$ cat src/rtl/rtclock_pps_servo.sv
// rtl/rtclock_pps_servo.sv - PPS period measurement and clamped integral servo for the RTC increment
// Optional missing-PPS holdover timeout is built when RTCLOCK_SERVO_HOLDOVER_EN is defined.
module rtclock_pps_servo #(
  parameter logic [31:0] C_EXPECTED_CYCLES = 32'd125000000,
  parameter logic [15:0] C_KI              = 16'd17,
  parameter int unsigned C_KI_SHIFT        = 1,
  parameter logic [31:0] C_MAX_ERR         = 32'd1000,
  parameter logic [31:0] C_LOCK_ERR        = 32'd2,
  parameter logic [15:0] C_LOCK_SAMPLES    = 16'd4,
  parameter logic [31:0] C_DELTA_MIN       = 32'h7F000000,
  parameter logic [31:0] C_DELTA_MAX       = 32'h81000000
) (
  input  logic        clk,
  input  logic        resetn,
  input  logic        enable,
  input  logic        pps,
  input  logic [31:0] delta_init,
  output logic [31:0] corrected_delta,
  output logic [31:0] last_count,
  output logic [31:0] last_err,
  output logic        sample_valid,
  output logic        locked,
  output logic        holdover,
  output logic [15:0] outlier_cnt
);

  typedef enum logic [1:0] {ST_DISABLED, ST_ACQUIRE, ST_TRACK, ST_HOLDOVER} state_t;

`ifdef RTCLOCK_SERVO_HOLDOVER_EN
  localparam logic [31:0] C_TIMEOUT = C_EXPECTED_CYCLES + (C_EXPECTED_CYCLES >> 1);
`endif

  state_t      state_q, state_d;
  logic        sync1_q, sync1_d, sync2_q, sync2_d, dly_q, dly_d;
  logic [31:0] cnt_q, cnt_d;
  logic [31:0] last_count_q, last_count_d, last_err_q, last_err_d;
  logic        s1v_q, s1v_d, s2v_q, s2v_d;
  logic        outl_q, outl_d, inband_q, inband_d;
  logic [47:0] adj_q, adj_d;
  logic [31:0] delta_q, delta_d;
  logic        sample_valid_q, sample_valid_d;
  logic        locked_q, locked_d, holdover_q, holdover_d;
  logic [15:0] outlier_cnt_q, outlier_cnt_d, lock_run_q, lock_run_d;
  logic [1:0]  out_run_q, out_run_d;

  logic               pps_edge;
  logic [32:0]        err_ext, abs_err;
  logic signed [47:0] prod;
  logic signed [48:0] new_delta;
  logic [31:0]        delta_clamped;
  logic [15:0]        lock_run_inc;

  always_comb begin
    pps_edge = sync2_q & ~dly_q;
    sync1_d  = pps;
    sync2_d  = sync1_q;
    dly_d    = sync2_q;
    cnt_d    = pps_edge ? 32'd1 : ((cnt_q == '1) ? cnt_q : cnt_q + 32'd1);

    // Stage 2 works from the registered error so the multiplier sees a full cycle.
    err_ext  = {last_err_q[31], last_err_q};
    abs_err  = last_err_q[31] ? (33'd0 - err_ext) : err_ext;
    prod     = $signed({{16{last_err_q[31]}}, last_err_q}) * $signed({32'd0, C_KI});
    adj_d    = prod >>> C_KI_SHIFT;
    outl_d   = (abs_err > {1'b0, C_MAX_ERR}) || (last_count_q == '1);
    inband_d = (abs_err <= {1'b0, C_LOCK_ERR});

    new_delta = $signed({17'd0, delta_q}) - $signed({adj_q[47], adj_q});
    if (new_delta < $signed({17'd0, C_DELTA_MIN}))      delta_clamped = C_DELTA_MIN;
    else if (new_delta > $signed({17'd0, C_DELTA_MAX})) delta_clamped = C_DELTA_MAX;
    else                                                delta_clamped = new_delta[31:0];
    lock_run_inc = (lock_run_q == '1) ? lock_run_q : lock_run_q + 16'd1;
  end

  always_comb begin
    state_d        = state_q;
    delta_d        = delta_q;
    locked_d       = locked_q;
    holdover_d     = holdover_q;
    lock_run_d     = lock_run_q;
    out_run_d      = out_run_q;
    outlier_cnt_d  = outlier_cnt_q;
    sample_valid_d = 1'b0;
    last_count_d   = last_count_q;
    last_err_d     = last_err_q;
    s1v_d          = enable && (state_q == ST_TRACK) && pps_edge;
    s2v_d          = enable && s1v_q;

    if (s1v_d) begin
      last_count_d = cnt_q;
      last_err_d   = cnt_q - C_EXPECTED_CYCLES;
    end

    if (!enable) begin
      state_d    = ST_DISABLED;
      locked_d   = 1'b0;
      holdover_d = 1'b0;
      lock_run_d = '0;
      out_run_d  = '0;
    end else begin
      case (state_q)
        ST_DISABLED: begin
          state_d   = ST_ACQUIRE;
          delta_d   = delta_init;
          out_run_d = '0;
        end
        ST_ACQUIRE: begin
          out_run_d = '0;
          if (pps_edge) state_d = ST_TRACK;
        end
        ST_HOLDOVER: begin
          out_run_d = '0;
          if (pps_edge) begin
            state_d    = ST_TRACK;
            holdover_d = 1'b0;
          end
        end
        default: begin
          if (s2v_q) begin
            if (outl_q) begin
              outlier_cnt_d = (outlier_cnt_q == '1) ? outlier_cnt_q : outlier_cnt_q + 16'd1;
              if (out_run_q == 2'd2) begin
                state_d    = ST_ACQUIRE;
                locked_d   = 1'b0;
                lock_run_d = '0;
                out_run_d  = '0;
              end else begin
                out_run_d = out_run_q + 2'd1;
              end
            end else begin
              delta_d        = delta_clamped;
              sample_valid_d = 1'b1;
              out_run_d      = '0;
              if (inband_q) begin
                lock_run_d = lock_run_inc;
                if (lock_run_inc >= C_LOCK_SAMPLES) locked_d = 1'b1;
              end else begin
                lock_run_d = '0;
                locked_d   = 1'b0;
              end
            end
          end
`ifdef RTCLOCK_SERVO_HOLDOVER_EN
          if (!pps_edge && (cnt_q == C_TIMEOUT)) begin
            state_d    = ST_HOLDOVER;
            holdover_d = 1'b1;
            locked_d   = 1'b0;
            lock_run_d = '0;
          end
`endif
        end
      endcase
    end
  end

  always_ff @(posedge clk) begin
    if (!resetn) begin
      state_q        <= ST_DISABLED;
      sync1_q        <= 1'b0;
      sync2_q        <= 1'b0;
      dly_q          <= 1'b0;
      cnt_q          <= '0;
      last_count_q   <= '0;
      last_err_q     <= '0;
      s1v_q          <= 1'b0;
      s2v_q          <= 1'b0;
      outl_q         <= 1'b0;
      inband_q       <= 1'b0;
      adj_q          <= '0;
      delta_q        <= 32'h80000000;
      sample_valid_q <= 1'b0;
      locked_q       <= 1'b0;
      holdover_q     <= 1'b0;
      outlier_cnt_q  <= '0;
      lock_run_q     <= '0;
      out_run_q      <= '0;
    end else begin
      state_q        <= state_d;
      sync1_q        <= sync1_d;
      sync2_q        <= sync2_d;
      dly_q          <= dly_d;
      cnt_q          <= cnt_d;
      last_count_q   <= last_count_d;
      last_err_q     <= last_err_d;
      s1v_q          <= s1v_d;
      s2v_q          <= s2v_d;
      outl_q         <= outl_d;
      inband_q       <= inband_d;
      adj_q          <= adj_d;
      delta_q        <= delta_d;
      sample_valid_q <= sample_valid_d;
      locked_q       <= locked_d;
      holdover_q     <= holdover_d;
      outlier_cnt_q  <= outlier_cnt_d;
      lock_run_q     <= lock_run_d;
      out_run_q      <= out_run_d;
    end
  end

  assign corrected_delta = delta_q;
  assign last_count      = last_count_q;
  assign last_err        = last_err_q;
  assign sample_valid    = sample_valid_q;
  assign locked          = locked_q;
  assign holdover        = holdover_q;
  assign outlier_cnt     = outlier_cnt_q;

endmodule

$ cat config.mk
export PLATFORM = sky130hd
export DESIGN_NAME = rtclock_pps_servo
export DESIGN_NICKNAME = d
export VERILOG_FILES = /design/src/rtl/rtclock_pps_servo.sv
export SDC_FILE = /design/constraint.sdc
export NUM_CORES = 1
export LEC_CHECK = 0
export BUFFER_PORTS_ARGS = -buffer_cell sky130_fd_sc_hd__buf_2
export CORE_MARGIN = 2
export CORE_UTILIZATION = 56
export CTS_CLUSTER_SIZE = 10
export DETAILED_ROUTE_END_ITERATION = 12
export GPL_ROUTABILITY_DRIVEN = 0
export PLACE_DENSITY = 0.79
export SYNTH_ARGS = -nofsm -noshare
export SYNTH_HDL_FRONTEND = slang
export SYNTH_SLANG_ARGS = --single-unit
$ cat constraint.sdc
create_clock -name clk -period 5.3 [get_ports clk]
set_input_delay 0.795 -clock clk [delete_from_list [all_inputs] [get_ports clk]]
set_output_delay 0.795 -clock clk [all_outputs]
set_load 0.05 [all_outputs]
Word level (Yosys, flattened, before mapping):

Index checks and enable logic that the tools add are counted.

* flip-flop bits (word level): 210
* input port bits: 36
* output and inout port bits: 115
* word-level logic and storage cells: 97

* add/sub/neg operators: 7
* multipliers: 1
* order comparisons: 5
* equal/unequal tests: 13
* muxes and demuxes: 24
* bitwise operators: 8
* reduce and logical (&&, ||, !) cells: 20

Operator list (number)
* 2-to-1 mux 32 bit: 4
* equality test 32 bit (second input constant): 2
* 2-to-1 mux 16 bit: 4
* case mux 32 bit (2 select lines): 1
* > comparator 38 x 33 -> 1 bit (second input constant): 1
* less-than comparator 38 x 32 -> 1 bit (second input constant): 1
* multiplier 32 x 6 -> 38 bit (second input constant): 1
* subtractor 33 x 37 -> 38 bit: 1
* > comparator 33 x 10 -> 1 bit (second input constant): 1
* <= comparator 33 x 2 -> 1 bit (second input constant): 1
* 2-to-1 mux 33 bit: 1
* subtractor 1 x 32 -> 33 bit (first input constant): 1
* adder 16 x 1 -> 16 bit (second input constant): 2
* adder 32 x 1 -> 32 bit (second input constant): 1
* equality test 16 bit (second input constant): 2
* subtractor 32 x 27 -> 32 bit (second input constant): 1
* greater-or-equal comparator 16 x 3 -> 1 bit (second input constant): 1
* 2-to-1 mux 2 bit: 6
* AND reduction 4 bit: 3
* nonzero test 3 bit: 3
* 2-to-1 mux 1 bit: 7
* inverter 1 bit: 7
* equality test 2 bit (second input constant): 3
* != test 2 x 1 -> 1 bit (second input constant): 3
* 17 further kinds: 20

Logic depth before layout (Yosys ltp):

* depth after elaboration: 7
* gate-level depth with buffers: 17
* depth with buffers taken out: 15

Worst setup path before layout:

No wires, ideal clock.

* path type: register -> register
* from: register, netlist name last_count[5]
* to: register adj_q[35]
* setup time: 128 ps
* arrival: 4223 ps
* required time: 5172 ps
* path slack: 950 ps
* stages on the path, launching flop included: 16
* path buffers: 0
* clock period less this slack: 4350 ps
* path through: dfxtp_1 > ha_1 > ha_1 > ha_1 > fa_1 > a21o_1 > a21oi_1 > o31ai_1 > a311oi_1 > a21oi_1 > o221a_2 > a311oi_1 > o21ai_0 > a221oi_1 > xnor2_1 > nor2_1

RTL lines
* end signal, assigned: line 189 `adj_q <= adj_d;`
* end, declared: line 39 `logic [47:0] adj_q, adj_d;`

Worst setup path after layout:

* from: register last_err_q[6], in the netlist last_err[6]
* to: register adj_q[35]

* longest elaborated chain between the ends: 1

Ends and longest elaborated chain
* start, declared: line 36 `logic [31:0] last_count_q, last_count_d, last_err_q, last_err_d;`
* start signal, assigned: line 184 `last_err_q <= last_err_d;`
* multiplier 32 x 6 -> 38 bit: line 63 `prod = $signed({{16{last_err_q[31]}}, last_err_q}) * $signed({32'd0, C_KI});`

Every way passes these cells.
A chain may end at the register's enable or synchronous reset.

==> metrics.md <==
| Metric | Value |
|---|---|
| Setup repair bufs after CTS | `0` |
| Vias in the first global route | `12000` |
| WHS | `0.439 ns` |
| Die area | `0.0258 mm2` |
| Peak Freq | `0.208 GHz` |
| Final Hold Viols | `0` |
| TritonCTS clock tree | `yes` |
| CTS Hold Bufs | `0` |
| CP Max Fanout | `13` |
| Core Footprint | `0.0242 mm2` |
| Resized cells post-CTS | `0` |
| Commonest non-fill, non-tap cells in the layout | `dfxtp_1 (204), nor2_1 (200), nand2_1 (194), buf_2 (149), a21oi_1 (137)` |
| Critical Path Source Type | `register` |
| Seq/Total Area, Yosys | `29.7%` |
| Post-route DRC | `0` |
| Slew Limit Fails | `0` |
| Fin nets | `2023` |
| Area Overhead vs Synth | `10.6%` |
| Peak supply drop | `0.220 mV` |
| Iteration-0 DRC Markers | `939` |
| Synth Register Bits | `204` |
| Kind of critical path | `reg2reg` |
| Crit path time final | `4.81 ns` |
| Hpwl dp | `25300 um` |
| Ys async rst share | `0%` |
| Cell variety after synth | `80` |
| Post-synth top flop | `dfxtp_1` |
| Cts bufs inserted | `25` |
| Largest net degree at the start of global routing | `82` |
| Reg2reg path depth | `15` |
| PortBufs | `149` |
| Met1 track demand over resource | `34.8%` |
| Average routed wire per standard cell | `15.9 um` |
| Mapped cell area | `0.0138 mm2` |
| WP data required | `5.68 ns` |
| Vias | `13000` |
| M3 GR Usage | `3.90%` |
| GRT overflow | `0` |
| Chip Width | `161 um` |
| Die height | `161 um` |
| Hold Path Stages | `1` |
| Pwr Density | `242 mW/mm2` |
| Worst hold endpoint | `dly_d$_SDFF_PN0_` |
| Leakage power | `6.76 nW` |
| R2R Path End | `adj_q[35]$_SDFF_PN0_` |
| Post-synth EDFFs | `0` |
| Deepest clock path buffer count | `3` |
| Commonest non-fill, non-tap cell in the layout | `dfxtp_1` |
| Slew headroom | `21.1%` |
| Hold WC Path Type | `reg2reg` |
| Rows | `57` |
| HP Start | `sync1_q$_SDFF_PN0_` |
| H-Tree Level Count | `1` |
| Total Routing Usage GR | `26.0%` |
| First-pass GRT wire length | `57600 um` |
| Net Count, Synth | `1944` |
| Clock latency on the worst-skew pair | `0.51 ns` |
| Total Neg Setup Slack | `0 ns` |
| Measured slew at the worst slew-check pin | `1.18 ns` |
| Inserted Diodes | `0` |
| Clk sink count | `204` |
| Max-cap viol count | `0` |
| Met2 global-route usage | `43.6%` |
| Mapped Cells | `1774` |
| Clock transition at path regs | `0.06 ns` |
| Crit share post-route | `90.7%` |
| Unrepaired setup endpoints after global routing | `no` |
| Crit path DAT | `5.19 ns` |
| Dpl cells | `2150` |
| Outcome | `finished clean` |
| CP Capture Type | `register` |
| Boundary pin count | `151` |
| Clk_skew | `0.0126 ns` |
| Final setup vio count | `0` |
| First drt pass iteration count | `7` |
| Yosys warnings | `0` |
| Crit Reg-Reg Startpoint | `last_err[6]$_SDFFE_PN0P_` |
| Via/cell ratio | `5.94` |
| Layout cells sized above 1 | `11.8%` |
| Root buf cell | `clkbuf_16` |
| Detailed Route WL | `34600 um` |
| Initial core utilization | `56.7%` |
| Syn Area/Cell | `7.75 um2` |
| Fin cells | `2182` |
| Grt peak-use layer | `met2` |
| Antenna violations before repair | `0` |
| Critical Path Start | `last_err[6]$_SDFFE_PN0P_` |
| Reg-to-reg setup timing slack | `0.49 ns` |
| ANT nets after route | `0` |
==> power breakdown <==
| group | internal (mW) | switching [mW] |
|---|---|---|
| logic | 0.212 | 0.401 |
| clock network | 0.878 | 0.606 |
| registers | 1.56 | 0.0260 |
==> how the worst max path moves through the flow <==
stage                                      end  cells after the start  slack, ns
final                     adj_q[35]$_SDFF_PN0_                     15       0.49
after global routing      adj_q[35]$_SDFF_PN0_                     15       0.27
after CTS                 adj_q[35]$_SDFF_PN0_                     15       0.53
after detailed placement  adj_q[35]$_SDFF_PN0_                     15       0.55
after global placement    adj_q[35]$_SDFF_PN0_                     15       0.74
after floorplan           adj_q[35]$_SDFF_PN0_                     15       0.95
==> cells by family after synthesis <==
kind of cell / Yosys count / synth area share, %
buf+inv: 162 / 4.92
compound gates: 429 / 19.4
mux: 5 / 0.382
xor+xnor: 108 / 6.88
other cells: 1 / 0.0273
simple gates: 731 / 26.4
fa+ha+maj: 134 / 12.4
flops: 204 / 29.7
==> Yosys cell counts, types with 38 or more instances <==
cell type	n	area [um2]
xnor2_1	42	368
clkbuf_1	80	300
ha_1	131	1640
nand4_1	48	300
dfxtp_1	204	4080
nand3_1	56	280
a21oi_1	139	696
nor3_1	38	190
o21ai_0	93	465
inv_1	57	214
nand2b_1	46	288
a31oi_1	46	288
xor2_1	66	578
nand2_1	194	728
nor2_1	200	751
==> registers in the layout (all words and copies together), names as in the netlist <==
register,cells
adj_q,37
cnt_q,32
corrected_delta,32
last_count,32
last_err,26
lock_run_q,16
outlier_cnt,16
out_run_q,2
state_q,2
dly_d,1
dly_q,1
inband_q,1
locked,1
outl_q,1
s1v_q,1
s2v_q,1
sample_valid,1
sync1_q,1
==> worst max-delay path, cell delays in order (launching register included) <==
cell      delay, ns
dfxtp_1        0.62
ha_1           0.34
ha_1           0.31
ha_1           0.23
fa_1           0.42
a21o_1         0.18
a21oi_1        0.27
o31ai_1        0.18
a311oi_1       0.52
a21oi_1        0.19
o221a_2        0.32
a311oi_1       0.34
o21ai_0        0.17
a221oi_1       0.36
xnor2_1        0.16
nor2_1         0.05
==> per-layer routing <==
metal  share of wire [%]  up-vias
met5                   0        -
met4                 2.6        0
met3                 6.4       73
met2                  46      434
met1                  45     5966
li1                    -     6478
==> per-stage QoR <==
stage                     total power [mW]  instance area (um2)  worst slack (ns)  util, %
after floorplan                       2.08                13800             0.950        -
after global placement                2.20                14500             0.738     59.9
after detailed placement              2.21                14500             0.552     59.9
after CTS                             3.70                15200             0.530     62.7
after global routing                  3.83                15200             0.265     62.7
final                                 3.68                15200             0.494     62.7
==> cell type report <==
type	instances	area (um2)
clock inverter	2	12.5
tap	324	405
inverter	57	214
sequential	204	4080
timing repair buffer	157	806
fill	2141	9030
multi-input combinational	1408	9020
clock buffer	30	674
Note: power is estimated with default switching activity, not from simulation.
